===== config.mk =====
export PLATFORM = sky130hd
export DESIGN_NAME = mem_access_unit
export DESIGN_NICKNAME = d
export VERILOG_FILES = /design/src/rtl/mem_access_unit.sv
export SDC_FILE = /design/constraint.sdc
export NUM_CORES = 1
export LEC_CHECK = 0
export CAP_MARGIN = 15
export CORE_MARGIN = 2
export CORE_UTILIZATION = 40
export CTS_CLUSTER_DIAMETER = 100
export DETAILED_ROUTE_END_ITERATION = 10
export PLACE_DENSITY = 0.85
export SLEW_MARGIN = 20
export SYNTH_ARGS = -nofsm -noshare
export SYNTH_HDL_FRONTEND = slang
export SYNTH_SLANG_ARGS = --single-unit

===== constraint.sdc =====
create_clock -name clk -period 1.7 [get_ports clk]
set_clock_uncertainty 0.1 [all_clocks]
set_input_delay 0.255 -clock clk [delete_from_list [all_inputs] [get_ports clk]]
set_output_delay 0.255 -clock clk [all_outputs]
set_load 0.005 [all_outputs]

===== src/rtl/mem_access_unit.sv =====
// mem_access_unit: MEM-stage data access controller.
// Issues one req/ack transaction per load/store, stalls the pipeline while it
// is outstanding, and returns a lane-aligned, extended load result.
//
// Handshake: mem_req rises on the edge leaving IDLE. It stays high, with
// mem_we/mem_addr/mem_wdata/mem_wstrb frozen, until the edge that samples
// mem_ack=1 or the edge that ends the TIMEOUT-th WAIT cycle. mem_ack is a
// one-cycle pulse. It is only honoured in WAIT.
module mem_access_unit #(
  parameter int TIMEOUT = 16
) (
  input  logic        clk,
  input  logic        rst_n,
  input  logic        MemReadM,
  input  logic        MemWriteM,
  input  logic [1:0]  MemSizeM,
  input  logic        MemSignedM,
  input  logic        FlushM,
  input  logic [31:0] ALU_Out_M,
  input  logic [31:0] WriteDataM,
  output logic        mem_req,
  output logic        mem_we,
  output logic [31:0] mem_addr,
  output logic [31:0] mem_wdata,
  output logic [3:0]  mem_wstrb,
  input  logic [31:0] mem_rdata,
  input  logic        mem_ack,
  output logic [31:0] Data_Mem_Out_M,
  output logic        StallM,
  output logic        MisalignM,
  output logic        BusErrM
);

  localparam int CW = $clog2(TIMEOUT + 1);

  typedef enum logic [1:0] {
    S_IDLE = 2'd0,
    S_WAIT = 2'd1,
    S_DONE = 2'd2
  } state_t;

  state_t      r_state;
  state_t      w_state_nxt;
  logic [CW-1:0] r_cnt;

  logic        r_req;
  logic        r_we;
  logic [31:0] r_addr;
  logic [31:0] r_wdata;
  logic [3:0]  r_wstrb;
  logic [31:0] r_data;
  logic        r_buserr;

  // Latched copies that govern the formatting of the returned load data.
  logic [1:0]  r_size;
  logic        r_signed;
  logic [1:0]  r_lane;

  logic        w_access;
  logic        w_aligned;
  logic        w_timeout;
  logic [31:0] w_wdata;
  logic [3:0]  w_wstrb;
  logic [7:0]  w_byte;
  logic [15:0] w_half;
  logic [31:0] w_load;
  logic        w_stall;
  logic        w_misalign;

  assign w_access  = (MemReadM | MemWriteM) & ~FlushM;
  assign w_aligned = (MemSizeM == 2'b00) |
                     ((MemSizeM == 2'b01) & ~ALU_Out_M[0]) |
                     (MemSizeM[1] & (ALU_Out_M[1:0] == 2'b00));
  // Last WAIT cycle before the abort: the counter is zero in the first one.
  assign w_timeout = (r_cnt == CW'(TIMEOUT - 1));

  // Store data replicated across lanes and the matching byte strobes.
  always_comb begin
    w_wdata = WriteDataM;
    w_wstrb = 4'b1111;
    case (MemSizeM)
      2'b00: begin
        w_wdata = {4{WriteDataM[7:0]}};
        w_wstrb = 4'b0001 << ALU_Out_M[1:0];
      end
      2'b01: begin
        w_wdata = {2{WriteDataM[15:0]}};
        w_wstrb = 4'b0011 << ALU_Out_M[1:0];
      end
      default: begin
        w_wdata = WriteDataM;
        w_wstrb = 4'b1111;
      end
    endcase
  end

  // Little-endian lane select and sign/zero extension of the read data.
  always_comb begin
    w_byte = mem_rdata[7:0];
    case (r_lane)
      2'd0: w_byte = mem_rdata[7:0];
      2'd1: w_byte = mem_rdata[15:8];
      2'd2: w_byte = mem_rdata[23:16];
      default: w_byte = mem_rdata[31:24];
    endcase
    w_half = r_lane[1] ? mem_rdata[31:16] : mem_rdata[15:0];
    case (r_size)
      2'b00:   w_load = {{24{r_signed & w_byte[7]}}, w_byte};
      2'b01:   w_load = {{16{r_signed & w_half[15]}}, w_half};
      default: w_load = mem_rdata;
    endcase
  end

  // FSM state register.
  always_ff @(posedge clk or negedge rst_n) begin
    if (!rst_n) r_state <= S_IDLE;
    else        r_state <= w_state_nxt;
  end

  // FSM next state plus the combinational stall and misalignment flags.
  always_comb begin
    w_state_nxt = r_state;
    w_stall     = 1'b0;
    w_misalign  = 1'b0;
    case (r_state)
      S_IDLE: begin
        if (w_access) begin
          if (w_aligned) begin
            w_stall     = 1'b1;
            w_state_nxt = S_WAIT;
          end else begin
            w_misalign  = 1'b1;
          end
        end
      end
      S_WAIT: begin
        w_stall = 1'b1;
        if (mem_ack || w_timeout) w_state_nxt = S_DONE;
      end
      S_DONE: w_state_nxt = S_IDLE;
      default: w_state_nxt = S_IDLE;
    endcase
  end

  // Request latch, timeout counter and registered result/bus error.
  always_ff @(posedge clk or negedge rst_n) begin
    if (!rst_n) begin
      r_req    <= 1'b0;
      r_we     <= 1'b0;
      r_addr   <= 32'd0;
      r_wdata  <= 32'd0;
      r_wstrb  <= 4'd0;
      r_data   <= 32'd0;
      r_buserr <= 1'b0;
      r_cnt    <= '0;
      r_size   <= 2'd0;
      r_signed <= 1'b0;
      r_lane   <= 2'd0;
    end else begin
      case (r_state)
        S_IDLE: begin
          r_data   <= 32'd0;
          r_buserr <= 1'b0;
          r_cnt    <= '0;
          if (w_access && w_aligned) begin
            r_req    <= 1'b1;
            r_we     <= MemWriteM;
            r_addr   <= {ALU_Out_M[31:2], 2'b00};
            r_wdata  <= MemWriteM ? w_wdata : 32'd0;
            r_wstrb  <= MemWriteM ? w_wstrb : 4'd0;
            r_size   <= MemSizeM;
            r_signed <= MemSignedM;
            r_lane   <= ALU_Out_M[1:0];
          end
        end
        S_WAIT: begin
          r_cnt <= r_cnt + CW'(1);
          if (mem_ack) begin
            r_req  <= 1'b0;
            r_data <= r_we ? 32'd0 : w_load;
          end else if (w_timeout) begin
            r_req    <= 1'b0;
            r_data   <= 32'd0;
            r_buserr <= 1'b1;
          end
        end
        S_DONE: begin
          r_data   <= 32'd0;
          r_buserr <= 1'b0;
          r_cnt    <= '0;
        end
        default: begin
          r_req <= 1'b0;
          r_cnt <= '0;
        end
      endcase
    end
  end

  assign mem_req        = r_req;
  assign mem_we         = r_we;
  assign mem_addr       = r_addr;
  assign mem_wdata      = r_wdata;
  assign mem_wstrb      = r_wstrb;
  assign Data_Mem_Out_M = r_data;
  assign BusErrM        = r_buserr;
  assign StallM         = w_stall;
  assign MisalignM      = w_misalign;

endmodule


==> metrics.md <==
| Metric | Value |
|---|---|
| Critical path class | `flip-flop to flip-flop` |
| Iteration-0 DRC Markers | `roughly 310` |
| Finished Cell Area | `around 0.009 sq mm` |
| Req. time, crit path | `1.88 ns` |
| Die width | `120.1 um` |
| Placed wire-length estimate | `approximately 12000 um` |
| Delay-heaviest family, CP | `compound AO/OA/AOI/OAI gates` |
| RSZ-0062 raised after global routing | `true` |
| Worst-skew pair later-pin latency | `0.41 ns` |
| GRT Util Overall | `0.2356` |
| Die height | `about 120 um` |
| DIE AREA | `0.01442 sq mm` |
| Layout cell share with drive strength beyond 1 | `0.1626` |
| Placed Area | `between 0.008 and 0.009 sq mm` |
| Initial Util | `0.4086` |
| Commonest cells after routing, fill and taps aside | `nand2_1 (197), clkdlybuf4s50_1 (196), dfrtp_1 (111), buf_4 (45), nand3_1 (41)` |
| Post-DRT Antenna Nets | `0` |
| P per Cell Area | `between 1000 and 1500 mW/mm^2` |
| Crit path capture type | `flip-flop` |
| Cell Rows | `42` |
| Largest net degree at the start of global routing | `65` |
| Worst relative slew slack | `0.6518` |
| Clk pwr share | `0.366` |
| # diodes | `0` |
| Slowest CP cell | `dfrtp_1` |
| Vias | `~5200` |
| Clk pin slew, worst setup/hold paths | `approximately 0.05 ns` |
| Crit-path cells | `ha_2 > and3_4 > ha_4 > nor2_2 > o21a_4 > buf_12 > a221o_1` |
| Crit share post-route | `1.079` |
| Area leader, netlist | `dfrtp_1` |
| # DRC | `0` |
| CTS tree | `done` |
| Status | `finished with violations` |
| Worst hold slack | `between 0.2 and 0.3 ns` |
| EDFF count, synth | `0` |
| Internal power | `between 7 and 8 mW` |
| Final Non-Filler Cells | `1000` |
| Failing checks | `negative setup slack` |
| Clock Tree Root | `clkbuf_16` |
| Port bufs | `around 210` |
| Post-route setup slack | `-0.1340 ns` |
| Max-slew violation count | `0` |
| DR top layer | `met4` |
| Max-cap check violation count | `0` |
| Yosys top cell area share | `0.5247` |
| Layout area overhead | `62.32%` |
| Arrival @ worst endpoint | `a little over 2 ns` |
| Io pins | `210` |
| Net Sw Frac | `0.2744` |
| YS warnings | `0` |
| CP peak stage delay | `roughly 0.35 ns` |
| Clock sink total | `approximately 110` |
| Synth cell types | `slightly below 50` |
| Crit path time final | `1.834 ns` |
| Max Root-Sink Buffers | `2` |
| Cell count after synthesis | `between 500 and 600` |
| Gate power share | `0.291` |
| WP buf/inv | `1` |
| Antenna violations before repair | `0` |
| Max Freq | `~550 MHz` |
| Setup violators final | `29` |
| Post-synthesis sequential area ratio | `0.5247` |
| Met2 Routed Length | `about 8000 um` |
| Power share of the sequential group | `0.344` |
| Via density | `5.190` |
| CP max FO | `16` |
| Detailed Route WL | `between 15000 and 20000 um` |
| Core area | `about 0.013 sq mm` |
| Most used flip-flop cell after synthesis | `dfrtp_1` |
| Yosys reg bits | `about 110` |
| Pre-Repair DR Iteration Count | `5` |
| GP Congestion | `0.8885` |
| Syn Area/Cell | `roughly 9.4 sq um` |
| Placed cell count | `roughly 970` |
| Nets@finish | `roughly 900` |
| NetSw | `~2.9 mW` |
| Most common cell after layout, fill and taps aside | `nand2_1` |
| Async SR Flop Fraction | `1.000` |
| Syn Std Cell Area | `about 0.0054 sq mm` |
| Crit path launch type | `flip-flop` |
| First-pass GRT wire length | `between 20000 and 30000 um` |
| Routed len/inst | `around 17 um` |
| Final hold vios | `0` |
| Worst-Margin Slew | `0.5223 ns` |
| Synth top area cells | `dfrtp_1 (52%), nand2_1 (14%), mux2_2 (4.6%), nand3_1 (3.9%), a221o_1 (3.0%)` |
| Metal-1 WL | `approximately 6500 um` |
| Peak VDD IR | `0.6195 mV` |
| CTS buffer count | `17` |
| Vias in the first global route | `roughly 5300` |
| Total gr overflow | `0` |
| Hold Crit Class | `input port to flip-flop` |
| H-tree Lvls | `4` |
| Pleak | `4.155 nW` |
| Met3 wire len | `approximately 1500 um` |
-- cell type report --
class                      instances  area, sq um
clock buffer                      21        480.5
multi-input combinational        411         2395
inverter                           6        22.52
fill                            1034         4443
tap                              176        220.2
sequential                       113         2830
clock inverter                    10        156.4
timing repair buffer             263         2643
-- state kept, by name, summed over array words and instances (netlist names) --
register,cells
BusErrM,1
Data_Mem_Out_M,32
mem_addr,30
mem_req,1
mem_wdata,32
mem_we,1
mem_wstrb,4
r_cnt,5
r_lane,2
r_signed,1
r_size,2
r_state,2
-- per-layer routing --
| layer | vias to the layer above | global-route usage |
|---|---|---|
| li1 | 2412 | - |
| met1 | 2489 | 0.2792 |
| met2 | 244 | 0.3896 |
| met3 | 45 | 0.07367 |
| met4 | 0 | 0.1103 |
| met5 | - | 0 |
-- synth_stat cells, types with 2 or more instances --
library cell  instances
a32o_1                8
inv_2                 2
buf_4                 3
nor3b_1               2
inv_1                 4
a21oi_1               3
nor2b_1               7
nand2b_1             17
o211ai_1              2
mux2_1                2
dfrtp_1             113
mux2i_1              16
nand3_1              42
o21ai_1              11
a22o_1                2
clkbuf_1              8
buf_6                 3
xnor2_1               2
buf_2                25
a221o_1              16
or2_1                 2
o21ai_0              20
buf_1                 4
nand2_1             197
nor2_1               14
ha_1                  2
mux2_2               22
nor3_1                2
-- stage by stage --
step | setup TNS, ns | util | setup WS (ns) | power [mW]
global placement | -20.33 | 0.6070 | -0.2935 | 6.530
detailed placement | -25.36 | 0.6070 | -0.3593 | 6.607
finish | -2.226 | 0.6632 | -0.1340 | 10.40
CTS | -1.825 | 0.6568 | -0.1265 | 10.47
floorplan | -0.9361 | - | -0.06693 | 4.756
global route | -3.869 | 0.6632 | -0.1730 | 10.96
-- power by group through the flow --
stage	clock network, mW	logic [mW]	registers (mW)
6_report	3.80	3.03	3.57
5_1_grt	4.03	3.29	3.64
4_1_cts	3.87	3.03	3.57
3_5_place_dp	0	3.01	3.60
3_3_place_gp	0	2.95	3.58
2_1_floorplan	0	1.18	3.58
-- worst reg2reg max path, cell delays in order (launching register included) --
cell and delay (ns):
dfrtp_1 0.35, ha_2 0.19, and3_4 0.20, ha_4 0.14, nor2_2 0.04, o21a_4 0.22
buf_12 0.16, a221o_1 0.31
-- worst paths after layout --
path                              start                  to  slack [ns]  depth (start not counted)
min in group asynchronous         rst_n          r_state[1]        0.31                          3
min reg2reg                mem_wdata[1]        mem_wdata[1]        0.36                          2
max in group asynchronous         rst_n           r_lane[0]        0.84                          3
min                        ALU_Out_M[4]         mem_addr[4]        0.27                          3
max                            r_cnt[1]  Data_Mem_Out_M[21]       -0.13                          7
max reg2reg                    r_cnt[1]  Data_Mem_Out_M[21]       -0.13                          7
-- cell families (layout without fill, tap and decap cells) --
family,Yosys count,count (layout),share of synthesized area
AO/OA/AOI/OAI,71,71,0.1019
XOR/XNOR,3,3,0.004877
adder cells (fa/ha/maj),2,2,0.004643
buffers and inverters,49,300,0.04620
flip-flops,113,113,0.5247
multiplexers,41,41,0.08265
other,1,2,0.0006959
AND/OR/NAND/NOR,292,292,0.2343
-- timing repair --
item                                   in CTS  in global routing
cloned                                      0                  1
setup buffers                               0                  2
resized for setup                          10                 14
hold buffers                                1                  0
endpoints found under the hold margin     113                  0
pin swaps                                   2                  2
setup endpoints to repair                  28                 42
Power figures use the tool's default switching activity.
